`src/rtl/card_lock_pkg.sv`:
```
// Shared widths, sentinel, record layout and reader FSM encoding for the card-lock datapath.
package card_lock_pkg;

    localparam int unsigned CODE_W      = 16;
    localparam int unsigned TYPE_W      = 2;
    localparam int unsigned SENT_W      = 4;
    localparam int unsigned PAYLOAD_W   = TYPE_W + CODE_W;
    localparam int unsigned TIMEOUT_CYC = 27000;
    localparam int unsigned TIMER_W     = $clog2(TIMEOUT_CYC + 1);
    localparam int unsigned BITCNT_W    = $clog2(PAYLOAD_W);
    localparam int unsigned STATE_W     = 3;

    localparam logic [SENT_W-1:0] SENTINEL = 4'b1011;

    typedef enum logic [STATE_W-1:0] {
        ST_IDLE    = 3'd0,
        ST_HUNT    = 3'd1,
        ST_PAYLOAD = 3'd2,
        ST_PARITY  = 3'd3,
        ST_HOLD    = 3'd4,
        ST_ERROR   = 3'd5
    } reader_state_t;

    // Type travels first on the stripe, so it sits in the upper bits of the shifted payload.
    typedef struct packed {
        logic [TYPE_W-1:0] card_type;
        logic [CODE_W-1:0] code;
    } card_record_t;

endpackage

```
`src/rtl/card_stripe_reader_if.sv`:
```
// Head-side inputs and decoded record outputs of the stripe reader.
interface card_stripe_reader_if;
    import card_lock_pkg::*;

    logic                card_detect_n;
    logic                stripe_clk;
    logic                stripe_data;
    logic [CODE_W-1:0]   entry_code_on_card;
    logic [TYPE_W-1:0]   card_type;
    logic                card_read;
    logic                frame_error;
    logic [STATE_W-1:0]  reader_state;

    modport master (
        output card_detect_n, stripe_clk, stripe_data,
        input  entry_code_on_card, card_type, card_read, frame_error, reader_state
    );

    modport slave (
        input  card_detect_n, stripe_clk, stripe_data,
        output entry_code_on_card, card_type, card_read, frame_error, reader_state
    );

endinterface

```
`src/rtl/sync_edge_detect.sv`:
```
// 2-FF synchronizer for an asynchronous input, plus a one-cycle pulse on its synchronized rising edge.
module sync_edge_detect #(
    parameter logic RESET_VAL = 1'b0
) (
    input  logic clk,
    input  logic rst_n,
    input  logic din,
    output logic level,
    output logic rise_c
);

    logic meta;
    logic prev;

    always_ff @(posedge clk or negedge rst_n) begin
        if (!rst_n) begin
            meta  <= RESET_VAL;
            level <= RESET_VAL;
            prev  <= RESET_VAL;
        end else begin
            meta  <= din;
            level <= meta;
            prev  <= level;
        end
    end

    assign rise_c = level & ~prev;

endmodule

```
`src/rtl/card_stripe_reader.sv`:
```
// Magnetic-stripe deserializer: hunts the start sentinel, shifts type+code, checks even parity
// and holds the decoded record while the card stays inserted.
module card_stripe_reader
    import card_lock_pkg::*;
(
    input  logic                 CLOCK_27,
    input  logic                 reset_n,
    card_stripe_reader_if.slave  bus
);

    logic card_detect_level;
    logic cd_rise_unused;
    logic strobe_level_unused;
    logic bit_stb_c;
    logic bit_val;
    logic data_rise_unused;

    // Detect input resets to "no card" so the FSM does not start hunting out of reset.
    sync_edge_detect #(.RESET_VAL(1'b1)) u_sync_detect (
        .clk    (CLOCK_27),
        .rst_n  (reset_n),
        .din    (bus.card_detect_n),
        .level  (card_detect_level),
        .rise_c (cd_rise_unused)
    );

    sync_edge_detect #(.RESET_VAL(1'b0)) u_sync_strobe (
        .clk    (CLOCK_27),
        .rst_n  (reset_n),
        .din    (bus.stripe_clk),
        .level  (strobe_level_unused),
        .rise_c (bit_stb_c)
    );

    sync_edge_detect #(.RESET_VAL(1'b0)) u_sync_data (
        .clk    (CLOCK_27),
        .rst_n  (reset_n),
        .din    (bus.stripe_data),
        .level  (bit_val),
        .rise_c (data_rise_unused)
    );

    reader_state_t          state;
    logic [SENT_W-1:0]      window;
    logic [PAYLOAD_W-1:0]   payload;
    logic [BITCNT_W-1:0]    bit_cnt;
    logic [TIMER_W-1:0]     timer;
    logic [CODE_W-1:0]      code_q;
    logic [TYPE_W-1:0]      type_q;
    logic                   card_read_q;
    logic                   frame_error_q;

    logic                   card_present_c;
    logic [SENT_W-1:0]      window_next_c;
    logic                   parity_ok_c;
    logic                   timeout_c;
    card_record_t           record_c;

    assign card_present_c = ~card_detect_level;
    assign window_next_c  = {window[SENT_W-2:0], bit_val};
    assign parity_ok_c    = ~(^{payload, bit_val});
    assign timeout_c      = (timer >= TIMER_W'(TIMEOUT_CYC - 1));
    assign record_c       = card_record_t'(payload);

    always_ff @(posedge CLOCK_27 or negedge reset_n) begin
        if (!reset_n) begin
            state         <= ST_IDLE;
            window        <= '0;
            payload       <= '0;
            bit_cnt       <= '0;
            timer         <= '0;
            code_q        <= '0;
            type_q        <= '0;
            card_read_q   <= 1'b0;
            frame_error_q <= 1'b0;
        end else if (!card_present_c) begin
            // Removal beats any strobe on the same edge; frame_error survives until reinsertion.
            state       <= ST_IDLE;
            code_q      <= '0;
            type_q      <= '0;
            card_read_q <= 1'b0;
        end else begin
            unique case (state)
                ST_IDLE: begin
                    state         <= ST_HUNT;
                    frame_error_q <= 1'b0;
                    window        <= '0;
                    payload       <= '0;
                    bit_cnt       <= '0;
                    timer         <= '0;
                end
                ST_HUNT: begin
                    if (bit_stb_c) begin
                        window <= window_next_c;
                        if (window_next_c == SENTINEL) begin
                            state   <= ST_PAYLOAD;
                            bit_cnt <= '0;
                            timer   <= '0;
                        end
                    end
                end
                ST_PAYLOAD: begin
                    if (bit_stb_c) begin
                        payload <= {payload[PAYLOAD_W-2:0], bit_val};
                        timer   <= '0;
                        if (bit_cnt == BITCNT_W'(PAYLOAD_W - 1)) begin
                            state <= ST_PARITY;
                        end else begin
                            bit_cnt <= bit_cnt + BITCNT_W'(1);
                        end
                    end else if (timeout_c) begin
                        state         <= ST_ERROR;
                        frame_error_q <= 1'b1;
                        timer         <= TIMER_W'(TIMEOUT_CYC);
                    end else begin
                        timer <= timer + TIMER_W'(1);
                    end
                end
                ST_PARITY: begin
                    if (bit_stb_c) begin
                        timer <= '0;
                        if (parity_ok_c) begin
                            state       <= ST_HOLD;
                            code_q      <= record_c.code;
                            type_q      <= record_c.card_type;
                            card_read_q <= 1'b1;
                        end else begin
                            state         <= ST_ERROR;
                            frame_error_q <= 1'b1;
                        end
                    end else if (timeout_c) begin
                        state         <= ST_ERROR;
                        frame_error_q <= 1'b1;
                        timer         <= TIMER_W'(TIMEOUT_CYC);
                    end else begin
                        timer <= timer + TIMER_W'(1);
                    end
                end
                ST_HOLD: begin
                    card_read_q <= 1'b1;
                end
                ST_ERROR: begin
                    frame_error_q <= 1'b1;
                    card_read_q   <= 1'b0;
                    code_q        <= '0;
                    type_q        <= '0;
                end
                default: begin
                    state <= ST_IDLE;
                end
            endcase
        end
    end

    assign bus.entry_code_on_card = code_q;
    assign bus.card_type          = type_q;
    assign bus.card_read          = card_read_q;
    assign bus.frame_error        = frame_error_q;
    assign bus.reader_state       = state;

endmodule

```
`src/flat_wrapper.sv`:
```
// flat-port wrapper written by rule: the top's interface ports become plain ports
module card_stripe_reader_flat import card_lock_pkg::*;
  (CLOCK_27, reset_n, bus_card_detect_n, bus_stripe_clk, bus_stripe_data, bus_entry_code_on_card, bus_card_type, bus_card_read, bus_frame_error, bus_reader_state);
  card_stripe_reader_if bus_i ();
  input  logic CLOCK_27;
  input  logic reset_n;
  input wire logic [$bits(bus_i.card_detect_n)-1:0] bus_card_detect_n;
  input wire logic [$bits(bus_i.stripe_clk)-1:0] bus_stripe_clk;
  input wire logic [$bits(bus_i.stripe_data)-1:0] bus_stripe_data;
  output wire logic [$bits(bus_i.entry_code_on_card)-1:0] bus_entry_code_on_card;
  output wire logic [$bits(bus_i.card_type)-1:0] bus_card_type;
  output wire logic [$bits(bus_i.card_read)-1:0] bus_card_read;
  output wire logic [$bits(bus_i.frame_error)-1:0] bus_frame_error;
  output wire logic [$bits(bus_i.reader_state)-1:0] bus_reader_state;
  assign bus_i.card_detect_n = bus_card_detect_n;
  assign bus_i.stripe_clk = bus_stripe_clk;
  assign bus_i.stripe_data = bus_stripe_data;
  assign bus_entry_code_on_card = bus_i.entry_code_on_card;
  assign bus_card_type = bus_i.card_type;
  assign bus_card_read = bus_i.card_read;
  assign bus_frame_error = bus_i.frame_error;
  assign bus_reader_state = bus_i.reader_state;
  card_stripe_reader u_core (.CLOCK_27(CLOCK_27), .reset_n(reset_n), .bus(bus_i));
endmodule
```
`config.mk`:
```
export PLATFORM = sky130hd
export DESIGN_NAME = card_stripe_reader_flat
export DESIGN_NICKNAME = d
export VERILOG_FILES = /design/src/rtl/card_lock_pkg.sv /design/src/rtl/card_stripe_reader_if.sv /design/src/rtl/sync_edge_detect.sv /design/src/rtl/card_stripe_reader.sv /design/src/flat_wrapper.sv
export SDC_FILE = /design/constraint.sdc
export NUM_CORES = 1
export LEC_CHECK = 0
export CORE_ASPECT_RATIO = 1.1
export CORE_MARGIN = 3
export CORE_UTILIZATION = 37
export CTS_BUF_LIST = sky130_fd_sc_hd__clkbuf_4 sky130_fd_sc_hd__clkbuf_8 sky130_fd_sc_hd__clkbuf_16
export CTS_CLUSTER_SIZE = 12
export DETAILED_ROUTE_END_ITERATION = 8
export MAX_ROUTING_LAYER = met4
export PLACE_DENSITY_LB_ADDON = 0.08
export SKIP_LAST_GASP = 1
export SYNTH_ARGS = -nofsm -noshare
export SYNTH_HDL_FRONTEND = slang
export SYNTH_HIERARCHICAL = 1
export SYNTH_SLANG_ARGS = --single-unit
```
`constraint.sdc`:
```
create_clock -name CLOCK_27 -period 5 [get_ports CLOCK_27]
set_input_delay 1 -clock CLOCK_27 [delete_from_list [all_inputs] [get_ports CLOCK_27]]
set_output_delay 1 -clock CLOCK_27 [all_outputs]
set_load 0.02 [all_outputs]
```
==> metrics <==
final worst setup slack=2.33 ns; Crit. End Element=primary output; commonest non-fill, non-tap cells in the layout=69 x dfrtp_1, 57 x nand2_1, 43 x nand3_1; drt first pass iters=4; DR top layer=met4; P&R area growth vs syn=15.7%; maximum fanout along the worst path=12; layout cells sized above 1=0.0973; RSZ-0062 raised after global routing=false; Worst-Margin Slew=1.27 ns; Final Hold Violating Endpoints=0; status=finished, final reports clean; Die Area=10800 sq um; post-DP HPWL=5250 um; WHS Path Cells=0; crit path max-delay cell type=clkdlybuf4s50_1; pre-CTS setup slack=between 2 and 3 ns; die width=99.1 um; NumNets Final=405; total CTS buffers=9; Syn Area/Cell=9.44 sq um; Slew headroom=0.151; WL met1=3810 um; Mapped Nets=382; r2r worst-path depth=7; antenna violations before repair=0; Switching Fraction=0.231; Largest stage delay, worst path=between 0.7 and 0.8 ns; # diodes=0; Comb power frac=0.052; CTS Hold Bufs=0; Detail Route Antenna Nets=0; initial core utilization=0.388; R2R Path Start=u_core/timer[0]$_DFFE_PN0P_; vias=between 2000 and 3000; Std-Cell Core Area=9100 sq um; CTS resizes=0; clock power share=0.432; HP Class=flip-flop to flip-flop; routability congestion estimate=~0.80; Peak VDD IR=roughly 0.11 mV; Worst-Skew Late Latency=0.34 ns; # DRC=0; Final Cell Area=4080 sq um; LEAKAGE=1.79 nW; R2R setup slack=2.52 ns; H-tree Lvls=3; Ports=28; total global routing overflow=0; Port Buffers=27; Final min period=2.67 ns; Die Y=~110 um; setup TNS=0 ns; most common cell after layout, fill and taps aside=dfrtp_1; Post-Syn Instances=374; post-CTS setup buffers=0; DR WL/cell=15.2 um; max cap viols=0; max frequency=375 MHz; NetSw=between 0.2 and 0.3 mW; Root Driver=clkbuf_8; vias in the first global route=2731; Sequential Power Share=0.516; placed inst area=3870 sq um; fin crit share=0.534; Final Hold Slack=0.353 ns; CP Class=flip-flop to primary output; critical path arrival=1.67 ns; Worst Hold End=u_core/u_sync_strobe/level$_DFF_PN0_; Synth warnings=6; crit path cell chain=clkdlybuf4s50_1; Crit path max-delay family=buffers and inverters; pwr dens=279 nW/um^2; HP Start=u_core/u_sync_strobe/meta$_DFF_PN0_; Mapped Area=3530 sq um; largest net degree at the start of global routing=39; DR WL met3=230 um; Int Power=between 0.8 and 0.9 mW; Clock transition at path regs=roughly 0.08 ns; TritonCTS clock tree=done; met2 routed WL=3660 um; drt via density=between 5 and 6; fillers=901; Clock Path Buffers=2; GRT Total Usage=0.161; CP required=4.00 ns; Placement Rows=36; Buf/Inv on CP=1; Final Max Slew Viols=0; R2R Path End=u_core/timer[8]$_DFFE_PN0P_; TritonCTS Sinks=71; first-pass GRT wire length=13500 um; drt total wl=7810 um; CP startpoint kind=flip-flop; number of DRC markers in iteration 0=82; Clock Skew=0.00970 ns; Final Setup Violations=0
## stage by stage
step                 util  cells  total power, mW
floorplan               -    374            0.633
global placement    0.426    500            0.661
detailed placement  0.426    500            0.660
CTS                 0.449    515             1.16
global route        0.449    515             1.19
finish              0.449    515             1.14
## registers in the layout, indices dropped and copies added (netlist names), 2 cells and up
name                           flops
u_core/payload                    18
u_core/bus.entry_code_on_card     16
u_core/timer                      15
u_core/bit_cnt                     5
u_core/bus.reader_state            3
u_core/window                      3
u_core/bus.card_type               2
## final cells by class
cell class              instances  area (sq um)  area share
repair buffers                 33           310      0.0760
multi-input cells             276          1620       0.396
well taps                     114           143      0.0349
inverters                       6          22.5     0.00551
clock buffers                   9           124      0.0303
clock inverters                 6          86.3      0.0211
flip-flops and latches         71          1780       0.436
## how the worst max path moves through the flow
stage                                                      start  depth (start not counted)  slack, ns                            endpoint
after detailed placement          u_core/payload[16]$_DFFE_PN0P_                          7       2.56  u_core/bus.frame_error$_DFFE_PN0P_
after global routing      u_core/bus.reader_state[0]$_DFFE_PN0P_                          1       2.24                 bus_reader_state[0]
final                     u_core/bus.reader_state[0]$_DFFE_PN0P_                          1       2.33                 bus_reader_state[0]
after CTS                 u_core/bus.reader_state[0]$_DFFE_PN0P_                          1       2.33                 bus_reader_state[0]
after global placement            u_core/payload[10]$_DFFE_PN0P_                          7       2.58  u_core/bus.frame_error$_DFFE_PN0P_
after floorplan                      u_core/timer[0]$_DFFE_PN0P_                          9       2.99         u_core/timer[3]$_DFFE_PN0P_
## power groups by stage
| stage | clock [mW] | sequential (mW) | combinational [mW] |
|---|---|---|---|
| after floorplan | 0 | 0.597 | 0.0360 |
| after global placement | 0 | 0.599 | 0.0617 |
| after detailed placement | 0 | 0.599 | 0.0616 |
| after CTS | 0.508 | 0.588 | 0.0617 |
| after global routing | 0.534 | 0.589 | 0.0676 |
| final | 0.493 | 0.588 | 0.0597 |
## metal layers
layer	global-route usage	up-vias
li1	-	1369
met1	0.207	1353
met2	0.253	42
met3	0.0329	9
met4	0.0556	0
met5	-	-
(Power assumes the default switching activity.)
